## config.mk

```make
export PLATFORM = sky130hd
export DESIGN_NAME = al_gsrn_seq
export DESIGN_NICKNAME = d
export VERILOG_FILES = /design/src/rtl/al_gsrn_seq.sv
export SDC_FILE = /design/constraint.sdc
export NUM_CORES = 1
export LEC_CHECK = 0
export BUFFER_PORTS_ARGS = -buffer_cell sky130_fd_sc_hd__buf_2
export CAP_MARGIN = 20
export CORE_MARGIN = 2
export CORE_UTILIZATION = 58
export CTS_BUF_LIST = sky130_fd_sc_hd__clkbuf_4
export DETAILED_ROUTE_END_ITERATION = 12
export PLACE_DENSITY = 0.84
export SLEW_MARGIN = 20
export SYNTH_ARGS = -nofsm -noshare
export SYNTH_HDL_FRONTEND = slang
export SYNTH_SLANG_ARGS = --single-unit
```

## constraint.sdc

```tcl
create_clock -name clk -period 4.7 [get_ports clk]
set_input_delay 0.47 -clock clk [delete_from_list [all_inputs] [get_ports clk]]
set_output_delay 0.47 -clock clk [all_outputs]
set_load 0.05 [all_outputs]
```

## src/rtl/al_gsrn_seq.sv

```systemverilog
// Global reset sequencer: holds gsrn low, then releases domain resets in stages.
// Optional per-bit request debounce with AL_GSRN_SEQ_DEBOUNCE_EN.
module al_gsrn_seq #(
    parameter int NREQ     = 4,
    parameter int HOLD_CYC = 16,
    parameter int STAGES   = 3,
    parameter int GAP_CYC  = 4,
    parameter int DEB_CYC  = 8
) (
    input  logic              clk,
    input  logic              rstn,
    input  logic [NREQ-1:0]   req_i,
    input  logic              cause_clr_i,
    output logic              gsrn_o,
    output logic [STAGES-1:0] stage_rstn_o,
    output logic              busy_o,
    output logic              done_o,
    output logic [NREQ-1:0]   cause_o,
    output logic              por_o
);

    localparam int CMAX = (HOLD_CYC > GAP_CYC) ? HOLD_CYC : GAP_CYC;
    localparam int CW   = $clog2(CMAX);

    typedef enum logic [1:0] {
        HOLD,
        REL,
        RUN
    } state_t;

    state_t            state;
    logic [CW-1:0]     cnt;
    logic [NREQ-1:0]   req_eff;
    logic              any_req;
    logic [STAGES-1:0] sr_nxt;

`ifdef AL_GSRN_SEQ_DEBOUNCE_EN
    localparam int DW = $clog2(DEB_CYC + 1);

    logic [DW-1:0] deb_cnt [NREQ];

    // Saturating run-length of high samples; any low sample restarts it.
    always_ff @(posedge clk or negedge rstn) begin
        if (!rstn) begin
            for (int i = 0; i < NREQ; i++) begin
                deb_cnt[i] <= '0;
            end
        end else begin
            for (int i = 0; i < NREQ; i++) begin
                if (!req_i[i]) begin
                    deb_cnt[i] <= '0;
                end else if (deb_cnt[i] != DW'(DEB_CYC)) begin
                    deb_cnt[i] <= deb_cnt[i] + DW'(1);
                end
            end
        end
    end

    always_comb begin
        req_eff = '0;
        for (int i = 0; i < NREQ; i++) begin
            req_eff[i] = (deb_cnt[i] == DW'(DEB_CYC));
        end
    end
`else
    assign req_eff = req_i;
`endif

    assign any_req = |req_eff;
    assign sr_nxt  = (stage_rstn_o << 1) | STAGES'(1);

    always_ff @(posedge clk or negedge rstn) begin
        if (!rstn) begin
            state        <= HOLD;
            cnt          <= '0;
            gsrn_o       <= 1'b0;
            stage_rstn_o <= '0;
            busy_o       <= 1'b1;
            done_o       <= 1'b0;
            cause_o      <= '0;
            por_o        <= 1'b1;
        end else begin
            done_o <= 1'b0;

            // A clear and a capture in one cycle: clear first, then OR in.
            if (any_req) begin
                cause_o <= (cause_clr_i ? '0 : cause_o) | req_eff;
                por_o   <= 1'b0;
            end else if (cause_clr_i) begin
                cause_o <= '0;
                por_o   <= 1'b0;
            end

            unique case (state)
                HOLD: begin
                    if (any_req) begin
                        cnt <= '0;
                    end else if (cnt == CW'(HOLD_CYC - 1)) begin
                        cnt    <= '0;
                        gsrn_o <= 1'b1;
                        state  <= REL;
                    end else begin
                        cnt <= cnt + CW'(1);
                    end
                end
                REL: begin
                    if (any_req) begin
                        cnt          <= '0;
                        gsrn_o       <= 1'b0;
                        stage_rstn_o <= '0;
                        state        <= HOLD;
                    end else if (cnt == CW'(GAP_CYC - 1)) begin
                        cnt          <= '0;
                        stage_rstn_o <= sr_nxt;
                        if (&sr_nxt) begin
                            done_o <= 1'b1;
                            state  <= RUN;
                        end
                    end else begin
                        cnt <= cnt + CW'(1);
                    end
                end
                RUN: begin
                    if (any_req) begin
                        cnt          <= '0;
                        gsrn_o       <= 1'b0;
                        stage_rstn_o <= '0;
                        busy_o       <= 1'b1;
                        state        <= HOLD;
                    end else begin
                        busy_o <= 1'b0;
                    end
                end
                default: begin
                    cnt   <= '0;
                    state <= HOLD;
                end
            endcase
        end
    end

endmodule
```

==> flow_summary_export.csv, run 1 <==
group,metric,value,unit
timing,period_minus_slack,1.81,ns
clocking,clockBufferDepth,2,
clocking,cts_resized,0,
logic_synthesis,netlist_area,850,um^2
logic_synthesis,synth_ff_type,"dfrtp_1",
timing,setup_violations,0,
worst_setup_path,startpoint,"req_i[0]",
clocking,cts_buffers,3,
drt,drcViolationCount,0,
clocking,cts_sinks,17,
drt,first_pass_iters,4,
worst_setup_path,cp_data_required_time,4.92,ns
logic_synthesis,synth-seq-area-share,50.4,%
worst_setup_path,slowest_delay,0.71,ns
floorplan,coreArea,1330,um^2
timing,max_freq,0.552,GHz
worst_setup_path,r2r_cells,5,
floorplan,dieWidth,42.3,um
worst_setup_path,rrSetupSlack,2.96,ns
clocking,cts_hold_buf,0,
worst_setup_path,cp.depth,5,
grt,overflow,0,
worst_setup_path,startpoint_type,"input pin",
logic_synthesis,synth_edf_count,0,
hold_path,min_path_type,"in2async",
timing,fin_crit_sh,38.6,%
clocking,clk_pin_slew,0.10,ns
placed_design,dp_cells,117,
timing,rsz0062_at_grt,"false",
drt,vias,749,
worst_setup_path,cp_data_arrival_time,2.03,ns
floorplan,die_area,1790,um^2
outcome,status,"finished, final reports clean",
worst_setup_path,rr_endpoint,"state[0]",
power_and_ir_drop,total_power,0.260,mW
clocking,htree_levels,1,
worst_setup_path,crit_slowest_cell,"or4_1",
grt,antenna_found_initial,0,
layout,diodes,0,
layout,fillers,105,
drt,routed_wl,1780,um
grt,grt_util_all_layers,22.2,%
worst_setup_path,rr_startpoint,"cnt[0]",
worst_setup_path,path_delay_family,"simple AND/OR/NAND/NOR gates",
clocking,post_cts_buffers,0,
worst_setup_path,crit_path_end_kind,"flop",
logic_synthesis,avgSynthCellArea,9.65,um^2
power_and_ir_drop,p_per_area,266,nW/um^2
drt,drt-initial-drc-count,10,
layout,final_nets,118,
timing,fin_tns_setup,0,ns
logic_synthesis,synth.distinct_cells,30,
power_and_ir_drop,ir_drop,0.182,mV
worst_setup_path,critical_path.endpoint,"state[0]",
grt,grt_pass1_wl,3040,um
logic_synthesis,synth_async_sr_flop_share,100,%
logic_synthesis,syn_nets,99,
clocking,cts_tree,"done",
floorplan,start_util,63.7,%
floorplan,die_y,42.3,um
timing,slew_viol_final,0,
floorplan,row_count,13,
timing,hold_viol,0,
drt,wl_per_cell,14.7,um
worst_setup_path,worstSetupPathType,"in2reg",
worst_setup_path,crit_path_max_fanout,9,
floorplan,io_pins,18,
layout,final_cells,121,
timing,worst_pin_slew,0.670,ns
clocking,ctsRootBufferMaster,"clkbuf_4",
drt,via_per_inst,6.19,
worst_setup_path,crit_buf_inv,1,
placed_design,place_congestion,0.803,
drt,detail-route-antenna-nets,0,
run,cap_viol_max_count,0,
timing,relSlewSlack,55.0,%
layout,areaGrowthSynthToFinish,15.0,%
layout,final_layout_size_suffix_gt1_share,25.5,%
worst_setup_path,path_cells,"buf_2 -> or4_1 -> or2_4 -> a211o_1 -> a21oi_1",
grt,grt_start_max_net_pins,18,
clocking,insertion_delay,0.29,ns
placed_design,dp_hpwl,1230,um
logic_synthesis,ys_warn_count,0,
logic_synthesis,ys_ff_latch,17,
timing,fin_skew,0.00436,ns
logic_synthesis,synth_cells,88,
power_and_ir_drop,leakage,0.463,nW
placed_design,port_buffers,17,
grt,grt_pass1_vias,670,
cell families after synthesis:
group	after synthesis	share of synthesized area, %
AOI/OAI and AO/OA	26	20.0
adders and majority gates	4	5.89
buffers and inverters	8	3.68
DFF	17	50.4
and+or+nand+nor	33	20.0
routing by layer:
metal  up-vias  wire [um]  share of wire [%]  global-route usage (%)
met3         2         94                5.3                    5.17
met1       365        734                 41                    27.0
met5         -          0                  0                       0
met2        26        938                 53                    38.5
li1        356          -                  -                       -
met4         0         12               0.67                    7.50
Yosys cell counts, types with 2 or more instances:
cell type	n	share of area, %
nand2_1	9	4.0
a21oi_1	7	4.1
a21o_1	3	2.7
dfstp_2	2	6.2
o21ai_0	5	2.9
and3_1	2	1.5
nor3_1	5	2.9
nor3b_1	2	1.8
a22oi_1	2	1.8
inv_1	5	2.2
dfrtp_1	15	44
nand3_1	7	4.1
nor2_1	3	1.3
clkbuf_1	2	0.88
ha_1	4	5.9
sequential cells by signal, summed over array words and instances, names as in the netlist:
signal / flops
busy_o: 1
por_o: 1
cause_o: 4
gsrn_o: 1
cnt: 4
done_o: 1
stage_rstn_o: 3
state: 2
cells in the final DEF (no fill, tap or decap), types with 4 or more instances in the layout:
master    count
a21oi_1       7
buf_2        17
clkbuf_4      4
dfrtp_1      15
ha_1          4
inv_1         5
nand2_1       9
nand3_1       7
nor3_1        5
o21ai_0       5
worst min-delay path by stage:
stage                     startpoint          to  cells past startpoint
after floorplan                 rstn  cause_o[0]                      0
after global placement          rstn      gsrn_o                      1
after detailed placement        rstn      gsrn_o                      1
after CTS                       rstn    state[0]                      1
after global routing            rstn    state[0]                      1
final                           rstn    state[0]                      1
stage by stage:
stage	setup slack, ns	cell area (um^2)	utilization [%]	hold slack, ns
finish	2.89	977	73.3	0.0853
global route	2.78	977	73.3	0.107
CTS	2.77	971	72.8	0.0993
detailed placement	2.47	941	70.5	0.413
global placement	2.61	941	70.5	0.406
floorplan	2.86	850	-	0.174
power breakdown:
part           leakage, nW  internal [mW]  total (mW)  switching [mW]
Sequential           0.217          0.149       0.151         0.00156
Clock               0.0184         0.0387      0.0837          0.0450
Combinational        0.227        0.00693      0.0257          0.0188
area by class of cell:
class | instances | area (um^2) | share of cell area, %
sequential | 17 | 428 | 43.8
multi-input combinational | 63 | 397 | 40.6
timing repair buffer | 17 | 85.1 | 8.71
clock buffer | 4 | 30.0 | 3.07
inverter | 5 | 18.8 | 1.92
tap | 15 | 18.8 | 1.92
worst reg2reg max path: stages, from the launching register on:
cell	delay, ns
dfrtp_1	0.41
ha_1	0.24
nor3b_1	0.36
nand3_1	0.20
a211o_1	0.33
a21oi_1	0.14
Power figures use the tool's default switching activity.
==> inputs of run 2 (changes only) <==
Settings changed: CORE_UTILIZATION 58 to 55, PLACE_DENSITY 0.84 to 0.8.
Clock period 4.7 ns to 1.8 ns, I/O delays scaled along.
==> run 2 against run 1 <==
  * Global-route usage decreased by 0.30 points
  * Critical path type is now reg2reg
  * Non-clock buffer count increased by 4
  * Flip-flop and latch count unchanged
  * Power rose to 2.5 times the previous value
  * Combinational power increased to 2.7 times the previous value
  * Worst setup slack lost 2.8 ns
  * Hold slack better by 0.016 ns
  * Cell count is 4.1% higher
  * Utilization is 4.4 points lower
  * Clock skew shrank 0.0036 ns
  * Critical endpoint unchanged
  * Highest routed layer unchanged
==> flow_summary_export.csv, run 2 (synthesis gave the netlist of run 1 again) <==
group,metric,value,unit
outcome,status,"finished, final reports clean",
timing,setup_violations,0,
floorplan,io_pins,18,
clocking,clockBufferDepth,2,
drt,detail-route-antenna-nets,0,
grt,grt_pass1_vias,675,
drt,dr_wl_met2,921,um
layout,final_cells,126,
layout,diodes,0,
clocking,clk_pin_slew,0.09,ns
clocking,insertion_delay,0.28,ns
placed_design,dp_hpwl,1300,um
placed_design,port_buffers,17,
timing,hold_viol,0,
worst_setup_path,cp_data_required_time,2.01,ns
timing,fin_ws,0.131,ns
clocking,cts_tree,"done",
drt,vias,755,
grt,grt_util_all_layers,21.9,%
layout,top_regs,"cause_o: 4 flops, cnt: 4 flops, stage_rstn_o: 3 flops",
placed_design,place_congestion,0.875,
floorplan,die_area,1870,um^2
layout,final_cell_mix,"17 x buf_2, 15 x dfrtp_1, 9 x nand2_1, 7 x nand3_1, 7 x a21oi_1",
drt,drcViolationCount,0,
floorplan,start_util,57.7,%
layout,stdcell_area,1010,um^2
worst_setup_path,cp_data_arrival_time,1.88,ns
hold_path,min_path_type,"in2reg",
floorplan,die_y,43.3,um
timing,fin_crit_sh,92.7,%
drt,routed.top_layer,"met4",
timing,max_freq,0.599,GHz
clocking,cts_buffers,3,
timing,period_minus_slack,1.67,ns
drt,wl_per_cell,14.7,um
timing,slew_viol_final,0,
worst_setup_path,startpoint_type,"flop",
grt,overflow,0,
worst_setup_path,worstSetupPathType,"reg2reg",
drt,first_pass_iters,4,
timing,worst_pin_slew,0.385,ns
layout,final_layout_size_suffix_gt1_share,28.2,%
drt,routed_wl,1860,um
power_and_ir_drop,total_power,0.659,mW
drt,via_per_inst,5.99,
timing,fin_tns_setup,0,ns
drt,wl_met1,753,um
clocking,htree_levels,1,
timing,fin_skew,0.000786,ns
power_and_ir_drop,leakage,0.486,nW
layout,final_nets,122,
floorplan,dieWidth,43.3,um
power_and_ir_drop,ir_drop,0.518,mV
worst_setup_path,crit_path_end_kind,"flop",
grt,antenna_found_initial,0,
placed_design,place_area,965,um^2
floorplan,row_count,14,
worst_setup_path,crit_path_max_fanout,5,
grt,grt_pass1_wl,2970,um
floorplan,coreArea,1470,um^2
placed_design,dp_slack,0.124,ns
clocking,ctsRootBufferMaster,"clkbuf_4",
placed_design,dp_cells,121,
clocking,post_cts_buffers,0,
power_and_ir_drop,p_per_area,650,nW/um^2
clocking,cts_sinks,17,
layout,areaGrowthSynthToFinish,19.3,%
grt,grt_start_max_net_pins,18,
drt,drt-initial-drc-count,24,
timing,whs,0.101,ns
layout,final_util,68.9,%
timing,relSlewSlack,74.3,%
run,cap_viol_max_count,0,
layout,final_common_cell,"buf_2",
drt,met3_length,132,um
-- run 2: worst max-delay path: stages (launching register included) --
cell and delay [ns]:
dfrtp_1 0.41, ha_1 0.27, nor3b_2 0.27, nand3_1 0.18, a211o_1 0.32, a21oi_1 0.14
-- run 2: where the power goes --
group,internal [mW],switching (mW)
logic,0.0206,0.0495
clock network,0.0825,0.113
registers,0.389,0.00383
total,0.492,0.166
-- run 2: path summary, 6_finish.rpt --
path | startpoint | endpoint | slack [ns] | cells past startpoint
max | cnt[0] | state[0] | 0.13 | 5
min | req_i[0] | cause_o[0] | 0.10 | 2
max reg2reg | cnt[0] | state[0] | 0.13 | 5
min reg2reg | cause_o[2] | cause_o[2] | 0.48 | 1
max in group asynchronous | rstn | busy_o | 1.15 | 2
min in group asynchronous | rstn | done_o | 0.34 | 2
-- run 2: repair_timing --
action | 4_1_cts | 5_1_grt
gates resized for setup | 0 | 2
hold endpoints to repair | 15 | 0
endpoints found under the setup margin | 0 | 2
hold buffers | 1 | 0
-- run 2: layer usage --
metal	vias to the layer above	track usage [%]
li1	362	-
met1	354	26.8
met2	33	37.6
met3	6	2.98
met4	0	10.9
met5	-	0
-- run 2: area by class of cell --
| type | instances | area (um^2) |
|---|---|---|
| fillers | 122 | 458 |
| flip-flops and latches | 17 | 428 |
| multi-input cells | 63 | 402 |
| repair buffers | 21 | 118 |
| clock buffers | 3 | 22.5 |
| well taps | 16 | 20.0 |
| inverters | 5 | 18.8 |
| clock inverters | 1 | 5.00 |
